--- config.mk ---
export PLATFORM = sky130hd
export DESIGN_NAME = alu_issue_ctrl
export DESIGN_NICKNAME = d
export VERILOG_FILES = /design/src/rtl/alu_issue_ctrl_pkg.sv /design/src/rtl/alu_issue_ctrl_cond_check.sv /design/src/rtl/alu_issue_ctrl.sv
export SDC_FILE = /design/constraint.sdc
export NUM_CORES = 1
export LEC_CHECK = 0
export BUFFER_PORTS_ARGS = -buffer_cell sky130_fd_sc_hd__buf_2
export CELL_PAD_IN_SITES_DETAIL_PLACEMENT = 1
export CELL_PAD_IN_SITES_GLOBAL_PLACEMENT = 2
export CORE_MARGIN = 4
export CORE_UTILIZATION = 26
export CTS_BUF_LIST = sky130_fd_sc_hd__clkbuf_8 sky130_fd_sc_hd__clkbuf_16
export CTS_CLUSTER_DIAMETER = 50
export DETAILED_ROUTE_END_ITERATION = 10
export GPL_TIMING_DRIVEN = 0
export HOLD_SLACK_MARGIN = 0.08
export PLACE_DENSITY = 0.77
export SYNTH_ARGS = -nofsm -noshare
export SYNTH_HDL_FRONTEND = slang
export SYNTH_SLANG_ARGS = --single-unit
--- constraint.sdc ---
create_clock -name in_Clk -period 2.1 [get_ports in_Clk]
set_input_delay 0.21 -clock in_Clk [delete_from_list [all_inputs] [get_ports in_Clk]]
set_output_delay 0.21 -clock in_Clk [all_outputs]
set_load 0.1 [all_outputs]
--- src/rtl/alu_issue_ctrl_pkg.sv ---
// Shared types and constants for the data-processing issue controller:
// ALU opcodes, ARM condition encodings, CPSR flag positions and FSM states.
package alu_issue_ctrl_pkg;

  localparam int                  WordWidth = 32;
  localparam logic [WordWidth-1:0] WordZero = {WordWidth{1'b0}};

  localparam logic [3:0] ALU_AND = 4'd0;
  localparam logic [3:0] ALU_EOR = 4'd1;
  localparam logic [3:0] ALU_SUB = 4'd2;
  localparam logic [3:0] ALU_RSB = 4'd3;
  localparam logic [3:0] ALU_ADD = 4'd4;
  localparam logic [3:0] ALU_ADC = 4'd5;
  localparam logic [3:0] ALU_SBC = 4'd6;
  localparam logic [3:0] ALU_RSC = 4'd7;
  localparam logic [3:0] ALU_TST = 4'd8;
  localparam logic [3:0] ALU_TEQ = 4'd9;
  localparam logic [3:0] ALU_CMP = 4'd10;
  localparam logic [3:0] ALU_CMN = 4'd11;
  localparam logic [3:0] ALU_ORR = 4'd12;
  localparam logic [3:0] ALU_MOV = 4'd13;
  localparam logic [3:0] ALU_BIC = 4'd14;
  localparam logic [3:0] ALU_MVN = 4'd15;

  localparam logic [3:0] Cond_EQ = 4'h0;
  localparam logic [3:0] Cond_NE = 4'h1;
  localparam logic [3:0] Cond_CS = 4'h2;
  localparam logic [3:0] Cond_CC = 4'h3;
  localparam logic [3:0] Cond_MI = 4'h4;
  localparam logic [3:0] Cond_PL = 4'h5;
  localparam logic [3:0] Cond_VS = 4'h6;
  localparam logic [3:0] Cond_VC = 4'h7;
  localparam logic [3:0] Cond_HI = 4'h8;
  localparam logic [3:0] Cond_LS = 4'h9;
  localparam logic [3:0] Cond_GE = 4'hA;
  localparam logic [3:0] Cond_LT = 4'hB;
  localparam logic [3:0] Cond_GT = 4'hC;
  localparam logic [3:0] Cond_LE = 4'hD;
  localparam logic [3:0] Cond_AL = 4'hE;
  localparam logic [3:0] Cond_NV = 4'hF;

  localparam int FLAG_C = 3;
  localparam int FLAG_N = 2;
  localparam int FLAG_Z = 1;
  localparam int FLAG_V = 0;

  typedef enum logic [1:0] {
    ST_IDLE  = 2'd0,
    ST_EXEC  = 2'd1,
    ST_WB    = 2'd2,
    ST_FLUSH = 2'd3
  } state_e;

  // Carry-consuming arithmetic takes CPSR C instead of the shifter carry.
  function automatic logic uses_cpsr_carry(input logic [3:0] opc);
    return (opc == ALU_ADC) || (opc == ALU_SBC) || (opc == ALU_RSC);
  endfunction

  function automatic logic is_compare_op(input logic [3:0] opc);
    return (opc[3:2] == 2'b10);
  endfunction

endpackage

--- src/rtl/alu_issue_ctrl_cond_check.sv ---
// ARM condition-field evaluator against CNZV flags; shared by the execute,
// load/store and branch controllers.
module alu_issue_ctrl_cond_check
  import alu_issue_ctrl_pkg::*;
(
  input  logic [3:0] in_Cond,
  input  logic [3:0] in_CNZV,
  output logic       out_Pass
);

  logic c_s, n_s, z_s, v_s;

  assign c_s = in_CNZV[FLAG_C];
  assign n_s = in_CNZV[FLAG_N];
  assign z_s = in_CNZV[FLAG_Z];
  assign v_s = in_CNZV[FLAG_V];

  // Condition decode; NV never passes.
  always_comb begin
    out_Pass = 1'b0;
    case (in_Cond)
      Cond_EQ: out_Pass = z_s;
      Cond_NE: out_Pass = !z_s;
      Cond_CS: out_Pass = c_s;
      Cond_CC: out_Pass = !c_s;
      Cond_MI: out_Pass = n_s;
      Cond_PL: out_Pass = !n_s;
      Cond_VS: out_Pass = v_s;
      Cond_VC: out_Pass = !v_s;
      Cond_HI: out_Pass = c_s && !z_s;
      Cond_LS: out_Pass = !c_s || z_s;
      Cond_GE: out_Pass = (n_s == v_s);
      Cond_LT: out_Pass = (n_s != v_s);
      Cond_GT: out_Pass = !z_s && (n_s == v_s);
      Cond_LE: out_Pass = z_s || (n_s != v_s);
      Cond_AL: out_Pass = 1'b1;
      default: out_Pass = 1'b0;
    endcase
  end

endmodule

--- src/rtl/alu_issue_ctrl.sv ---
// Execute-stage controller: condition check, registered ALU drive, CPSR
// ownership, writeback handshake and PC-write flush.
module alu_issue_ctrl
  import alu_issue_ctrl_pkg::*;
#(
  parameter int         WIDTH  = WordWidth,
  parameter logic [3:0] PC_REG = 4'd15
) (
  input  logic             in_Clk,
  input  logic             in_Rst_n,
  input  logic             in_Valid,
  output logic             out_Ready,
  input  logic [3:0]       in_Cond,
  input  logic [3:0]       in_Opcode,
  input  logic             in_Set_cond,
  input  logic [3:0]       in_Rd,
  input  logic [WIDTH-1:0] in_Rn,
  input  logic [WIDTH-1:0] in_Op2,
  input  logic             in_Barrel_carry,
  output logic [WIDTH-1:0] out_Alu_Rn,
  output logic [WIDTH-1:0] out_Alu_Op2,
  output logic             out_Alu_Carry,
  output logic [3:0]       out_Alu_Opcode,
  output logic             out_Alu_Set_cond,
  output logic [3:0]       out_Alu_CNZV,
  input  logic [WIDTH-1:0] in_Alu_Y,
  input  logic [3:0]       in_Alu_CNZV,
  output logic             out_Wb_valid,
  input  logic             in_Wb_ready,
  output logic [3:0]       out_Wb_addr,
  output logic [WIDTH-1:0] out_Wb_data,
  output logic             out_Flush,
  output logic [3:0]       out_CNZV
);

  state_e           state_q, state_d;
  logic [3:0]       flags_q, flags_d;
  logic [WIDTH-1:0] rn_q, rn_d, op2_q, op2_d, result_q, result_d;
  logic             carry_q, carry_d, s_q, s_d;
  logic [3:0]       opcode_q, opcode_d, rd_q, rd_d;
  logic             cond_pass_s;

  alu_issue_ctrl_cond_check u_cond_check (
    .in_Cond  (in_Cond),
    .in_CNZV  (flags_q),
    .out_Pass (cond_pass_s)
  );

  // Next-state and datapath latch decisions.
  always_comb begin
    state_d  = state_q;
    flags_d  = flags_q;
    rn_d     = rn_q;
    op2_d    = op2_q;
    result_d = result_q;
    carry_d  = carry_q;
    s_d      = s_q;
    opcode_d = opcode_q;
    rd_d     = rd_q;
    case (state_q)
      ST_IDLE: begin
        if (in_Valid && cond_pass_s) begin
          rn_d     = in_Rn;
          op2_d    = in_Op2;
          opcode_d = in_Opcode;
          s_d      = in_Set_cond;
          rd_d     = in_Rd;
          carry_d  = uses_cpsr_carry(in_Opcode) ? flags_q[FLAG_C] : in_Barrel_carry;
          state_d  = ST_EXEC;
        end else begin
          state_d  = ST_IDLE;
        end
      end
      ST_EXEC: begin
        result_d = in_Alu_Y;
        if (s_q) begin
          flags_d = in_Alu_CNZV;
        end else begin
          flags_d = flags_q;
        end
        state_d = is_compare_op(opcode_q) ? ST_IDLE : ST_WB;
      end
      ST_WB: begin
        if (in_Wb_ready) begin
          state_d = (rd_q == PC_REG) ? ST_FLUSH : ST_IDLE;
        end else begin
          state_d = ST_WB;
        end
      end
      ST_FLUSH: state_d = ST_IDLE;
      default:  state_d = ST_IDLE;
    endcase
  end

  // State, CPSR and latched-operand registers.
  always_ff @(posedge in_Clk or negedge in_Rst_n) begin
    if (!in_Rst_n) begin
      state_q  <= ST_IDLE;
      flags_q  <= 4'b0000;
      rn_q     <= WordZero[WIDTH-1:0];
      op2_q    <= WordZero[WIDTH-1:0];
      result_q <= WordZero[WIDTH-1:0];
      carry_q  <= 1'b0;
      s_q      <= 1'b0;
      opcode_q <= 4'd0;
      rd_q     <= 4'd0;
    end else begin
      state_q  <= state_d;
      flags_q  <= flags_d;
      rn_q     <= rn_d;
      op2_q    <= op2_d;
      result_q <= result_d;
      carry_q  <= carry_d;
      s_q      <= s_d;
      opcode_q <= opcode_d;
      rd_q     <= rd_d;
    end
  end

  assign out_Ready        = (state_q == ST_IDLE);
  assign out_Wb_valid     = (state_q == ST_WB);
  assign out_Flush        = (state_q == ST_FLUSH);
  assign out_Alu_Rn       = rn_q;
  assign out_Alu_Op2      = op2_q;
  assign out_Alu_Carry    = carry_q;
  assign out_Alu_Opcode   = opcode_q;
  assign out_Alu_Set_cond = s_q;
  assign out_Alu_CNZV     = flags_q;
  assign out_CNZV         = flags_q;
  assign out_Wb_addr      = rd_q;
  assign out_Wb_data      = result_q;

endmodule

======== Yosys cells after proc, flatten, opt, wreduce, memory -nomap -nowiden ========
Index checks and enable logic that the tools add are counted.
word-level totals
  register bits after elaboration ......... 112
  input bits .............................. 118
  output and inout bits ................... 117
  word-level logic and storage cells ...... 55
operators by class
  equal/unequal tests ..................... 24
  multiplexer cells ....................... 7
  reductions and logical operators ........ 15
operators by type and width
  operator                                                         number
  4-bit == test, second input constant                             8
  4-bit by 3-bit == test with 1-bit output, second input constant  7
  1-bit case mux with 15 select lines                              1
  4-bit by 2-bit == test with 1-bit output, second input constant  2
  2-bit case mux with 4 select lines                               1
  2-bit == test, second input constant                             3
  2-bit two-way mux                                                3
  4-bit by 1-bit == test with 1-bit output, second input constant  1
  1-bit zero test                                                  4
  4-bit zero test                                                  1
  1-bit logical OR                                                 4
  2-bit AND reduction                                              2
  1-bit logical AND                                                3
  2-bit by 1-bit == test with 1-bit output, second input constant  1
  2-bit zero test                                                  1
  1-bit two-way mux                                                2
  1-bit == test                                                    1
  1-bit != test                                                    1

======== Logic depth before layout (Yosys ltp) ========
  word-level depth ........................ 6
  mapped depth ............................ 9
  gate-level depth less buffers ........... 6

======== Hierarchy ========
Synthesis repeated with hierarchy kept, for this count alone.
unflattened totals
  cells, all modules ...................... 283
  area total of the unflattened synthesis .. 4,639.4 µm²
modules (own cells, without submodules)
  module                     times used  cells each  area each (µm²)  sequential area each (µm²)
  alu_issue_ctrl             1           255         4,445.5          2,802.7
  alu_issue_ctrl_cond_check  1           28          193.9            0.0

======== Least setup slack after synthesis ========
Ideal clock, no wire load.
  path type ............................... reg2reg
  start ................................... register state_q[1]
  end ..................................... register rd_q[1] (netlist: out_Wb_addr[1])
  setup time .............................. 0.126 ns
  data arrival time ....................... 3.038 ns
  required time ........................... 1.974 ns
  slack ................................... -1.064 ns
  stages on the path, launching flop included .. 8
  buffers on the path ..................... 2
  period minus slack after synthesis ...... 3.164 ns
  cells stage by stage .................... dfrtp_1 > nor2_1 > nand2_1 > a2111oi_2 > a211oi_2 > buf_6 > buf_6 > mux2_4
on the way
  cells in the longest elaborated chain, start to end .. 2
RTL lines
  what                                  RTL line               text
  from (decl)                           alu_issue_ctrl.sv:36   state_e state_q, state_d;
  from (signal assigned)                alu_issue_ctrl.sv:108  state_q <= state_d;
  2-bit zero test                       n/a
  named net out_Ready                   alu_issue_ctrl.sv:12   output logic out_Ready,
  2-bit AND reduction (no source line)  n/a
  to (signal assigned)                  alu_issue_ctrl.sv:116  rd_q <= rd_d;
  to (decl)                             alu_issue_ctrl.sv:40   logic [3:0] opcode_q, opcode_d, rd_q, rd_d;
The timed path passes the listed nets, and every way through them passes these cells.
A chain may end at the register's enable or synchronous reset.

======== Final worst setup path ========
  start ................................... register flags_q[2] (netlist: out_Alu_CNZV[2])
  end ..................................... register op2_q[26] (netlist: out_Alu_Op2[26])
on the way
  cells in the longest elaborated chain, start to end .. 5
  elaborated cells on any way between the ends .. 8
  those cells by class .................... eq/ne (2); mux (1); reduce/logical (5)
RTL lines
  what                                                   RTL line                                                          text
  from (decl)                                            alu_issue_ctrl.sv:37                                              logic [3:0] flags_q, flags_d;
  from (signal assigned)                                 alu_issue_ctrl.sv:109                                             flags_q <= flags_d;
  1-bit != test or 1-bit == test (tied branches)         n/a
  1-bit logical OR or 1-bit logical AND (tied branches)  alu_issue_ctrl_cond_check.sv:35, alu_issue_ctrl_cond_check.sv:34
  1-bit case mux with 15 select lines *                  alu_issue_ctrl_cond_check.sv:21                                   case (in_Cond)
  1-bit logical AND *                                    alu_issue_ctrl.sv:62                                              if (in_Valid && cond_pass_s) begin
  2-bit AND reduction (no source line) *                 n/a
  to (signal assigned)                                   alu_issue_ctrl.sv:101                                             op2_q <= WordZero[WIDTH-1:0];
  to (signal assigned)                                   alu_issue_ctrl.sv:111                                             op2_q <= op2_d;
  to (decl)                                              alu_issue_ctrl.sv:38                                              logic [WIDTH-1:0] rn_q, rn_d, op2_q, op2_d, result_q, result_d;
Every way passes the cells marked *; elsewhere a longest branch is shown, timed or not.

==> reports/metrics.cfg <==
[clock_tree]
cts_buffers = 9
cts_sinks = 112
clockRootBuffer = clkbuf_16
worstSkewPairLatency_ns = 0.35
cts_tree = built
clockBufferDepth = 2
cts_max_level = 3
clkTransAtPathRegs_ns = 0.07

[layout]
synthToLayoutAreaGrowth_pct = 62.5
final_common_cell = buf_2
layout_common_cells = buf_2 (232), dfrtp_1 (108), dlygate4sd3_1 (86)
final_nets = 741
fillers = 1860
drive_above_1_share = 0.616

[route]
drt_iter0_markers = 42
ant_nets = 0
wl_um = 15000
wire_per_inst_um = 17.5
drcViolationCount = 0
via_per_inst = 4.31
vias = 3682
dr.pass1.iters = 4

[yosys]
synth.top_cell.area_share = 0.600
yosys_warnings = 0
syn-num-nets = 407
ys_seq_area_frac = 0.600
synth_xor_area_frac = 0.00375
synth_mux_area_frac = 0.310
synth-seq-cells = 112
syn-mean-instance-area_um2 = 16.2
synthAdderAreaFrac = 0
synth_top_flop_cell = dfrtp_1
synth-edff-count = 0
synth-compound-area-share = 0.0225
synth_cell_types = 34
synth_area_leaders = dfrtp_1 (60%), mux2_4 (15%), mux2_2 (11%)
yosysTopAreaCell = dfrtp_1
yosys.area_share.simple = 0.0292
synth_top_family_by_area = multiplexers
synth_cells = 289
mappedNetlistArea_mm2 = 0.00467
async_flop_share = 1.00

[critical_path]
crit_required_ns = 2.33
timing.critical_path.mode_cell = buf_4
cp-start-kind = register
crit_chain = nor3b_2 > and2_1 > o21ai_2 > a2111oi_4 > a211oi_2 > buf_4 > buf_4 > clkbuf_16 > mux2_4
crit_fanout = 6
end_kind = register
crit_type = register to register
r2r_start = out_Alu_CNZV[2]
critPathMaxStageDelay_ns = 0.52
slowest_stage = dfrtp_4
crit_arrival_ns = 2.47
crit_start = out_Alu_CNZV[2]

[sta]
worst_slew_pin_slew_ns = 0.616
final.setup.tns_ns = -7.93
setup_violations = 70
relSlewSlack = 0.589
final-max-slew-violation-count = 0
post-route-period-util = 1.07
rsz0062_at_grt = true
fmax_ghz = 0.447
worst_slack_ns = -0.140
finalCriticalPeriod_ns = 2.24
hold_violations = 0
skew_ns = 0.00897

[placed_design]
hpwlAfterDp_um = 10800
gp_congestion = 0.737
io_buffer_count = 230

[run_status]
status = complete, but fails checks
violations = negative setup slack

[global_route]
grt_max_degree = 69
antenna_found_initial = 1
grt_pass1_wl_um = 23000
grt_overflow = 0
grt_pass1_vias = 4206
grt_usage = 0.146

[floorplanning]
die_x_um = 142
rows = 48
dieArea_mm2 = 0.0202
core_area_mm2 = 0.0174
ios = 235
die_h_um = 142
start_util = 0.268

[hold_path]
hold_path_class = primary input to register
min_from = in_Alu_Y[13]

[run]
cap_violations = 0

==> area by class of cell <==
| type | count | area (µm²) | area share |
|---|---|---|---|
| clock inverter | 6 | 91.3 | 0.0120 |
| sequential | 112 | 2820 | 0.371 |
| timing repair buffer | 323 | 2130 | 0.280 |
| antenna | 1 | 2.50 | 0.000330 |
| multi-input combinational | 153 | 1800 | 0.237 |
| clock buffer | 10 | 239 | 0.0315 |
| buffer | 20 | 215 | 0.0284 |
| inverter | 4 | 15.0 | 0.00198 |
| tap | 225 | 282 | 0.0371 |
==> per-stage QoR <==
step | instances | utilization | setup slack (ns) | hold WS (ns) | instance area (µm²)
floorplan | 289 | - | -0.107 | -0.0856 | 4730
global placement | 744 | 0.354 | -0.851 | 0.423 | 6160
detailed placement | 745 | 0.355 | -0.375 | 0.259 | 6190
CTS | 846 | 0.426 | -0.161 | 0.0800 | 7410
global route | 854 | 0.435 | -0.221 | 0.0802 | 7580
finish | 854 | 0.435 | -0.140 | 0.0972 | 7580
==> sequential cells by signal, summed over array words and instances (netlist names) <==
signal and flops:
out_Alu_Opcode 4, out_Alu_CNZV 4, out_Wb_addr 4, out_Alu_Op2 32, out_Alu_Rn 32, out_Alu_Set_cond 1, state_q 2, out_Wb_data 32
out_Alu_Carry 1
==> worst paths after layout <==
path	endpoint	slack (ns)	depth (start not counted)
max	out_Alu_Op2[26]	-0.14	9
min	out_Wb_data[13]	0.1	2
max reg2reg	out_Alu_Op2[26]	-0.14	9
min reg2reg	out_Alu_Op2[20]	0.49	1
max in group asynchronous	out_Alu_Set_cond	0.90	3
min in group asynchronous	out_Alu_Rn[22]	0.43	2
==> critical path, delay by kind of cell, from the launching register on <==
kind            cells  cell delay (ns)
compound gates      3             0.46
simple gates        2             0.36
flops               1             0.52
buf+inv             3             0.48
mux                 1             0.30
==> kinds of logic after synthesis <==
group,count (synthesis)
compound gates,14
xor+xnor,2
buf+inv,24
flops,112
mux,113
simple gates,24
==> what timing repair did <==
action	CTS	global route
cloned	0	2
hold buffers	83	3
endpoints found under the hold margin	126	3
setup endpoints to repair	75	74
pin swaps	3	2
resized for setup	10	22
buffers inserted	2	2
==> routing by layer <==
metal  vias to the layer above  track usage  routed length, µm
met1                      1850        0.160               5530
met4                         0       0.0571                376
met3                        25       0.0430                932
met2                       132        0.265               8130
li1                       1675            -                  -
met5                         -            0                  0
==> cell usage after synthesis, types with 2 or more instances <==
cell type / number
nand2_1: 6
nand3_1: 2
mux2_1: 16
mux2i_1: 3
nand3b_1: 2
buf_2: 5
buf_4: 4
mux2_4: 48
a311oi_1: 2
nor3b_1: 2
a21oi_1: 4
clkbuf_1: 4
and2_1: 2
dfrtp_1: 112
inv_1: 4
mux2_2: 46
o21ai_1: 2
buf_6: 6
nor2_1: 4
Power is left out: the tool's default activity adds up to more than one toggle a clock period on the data nets, which glitch-free logic cannot reach.
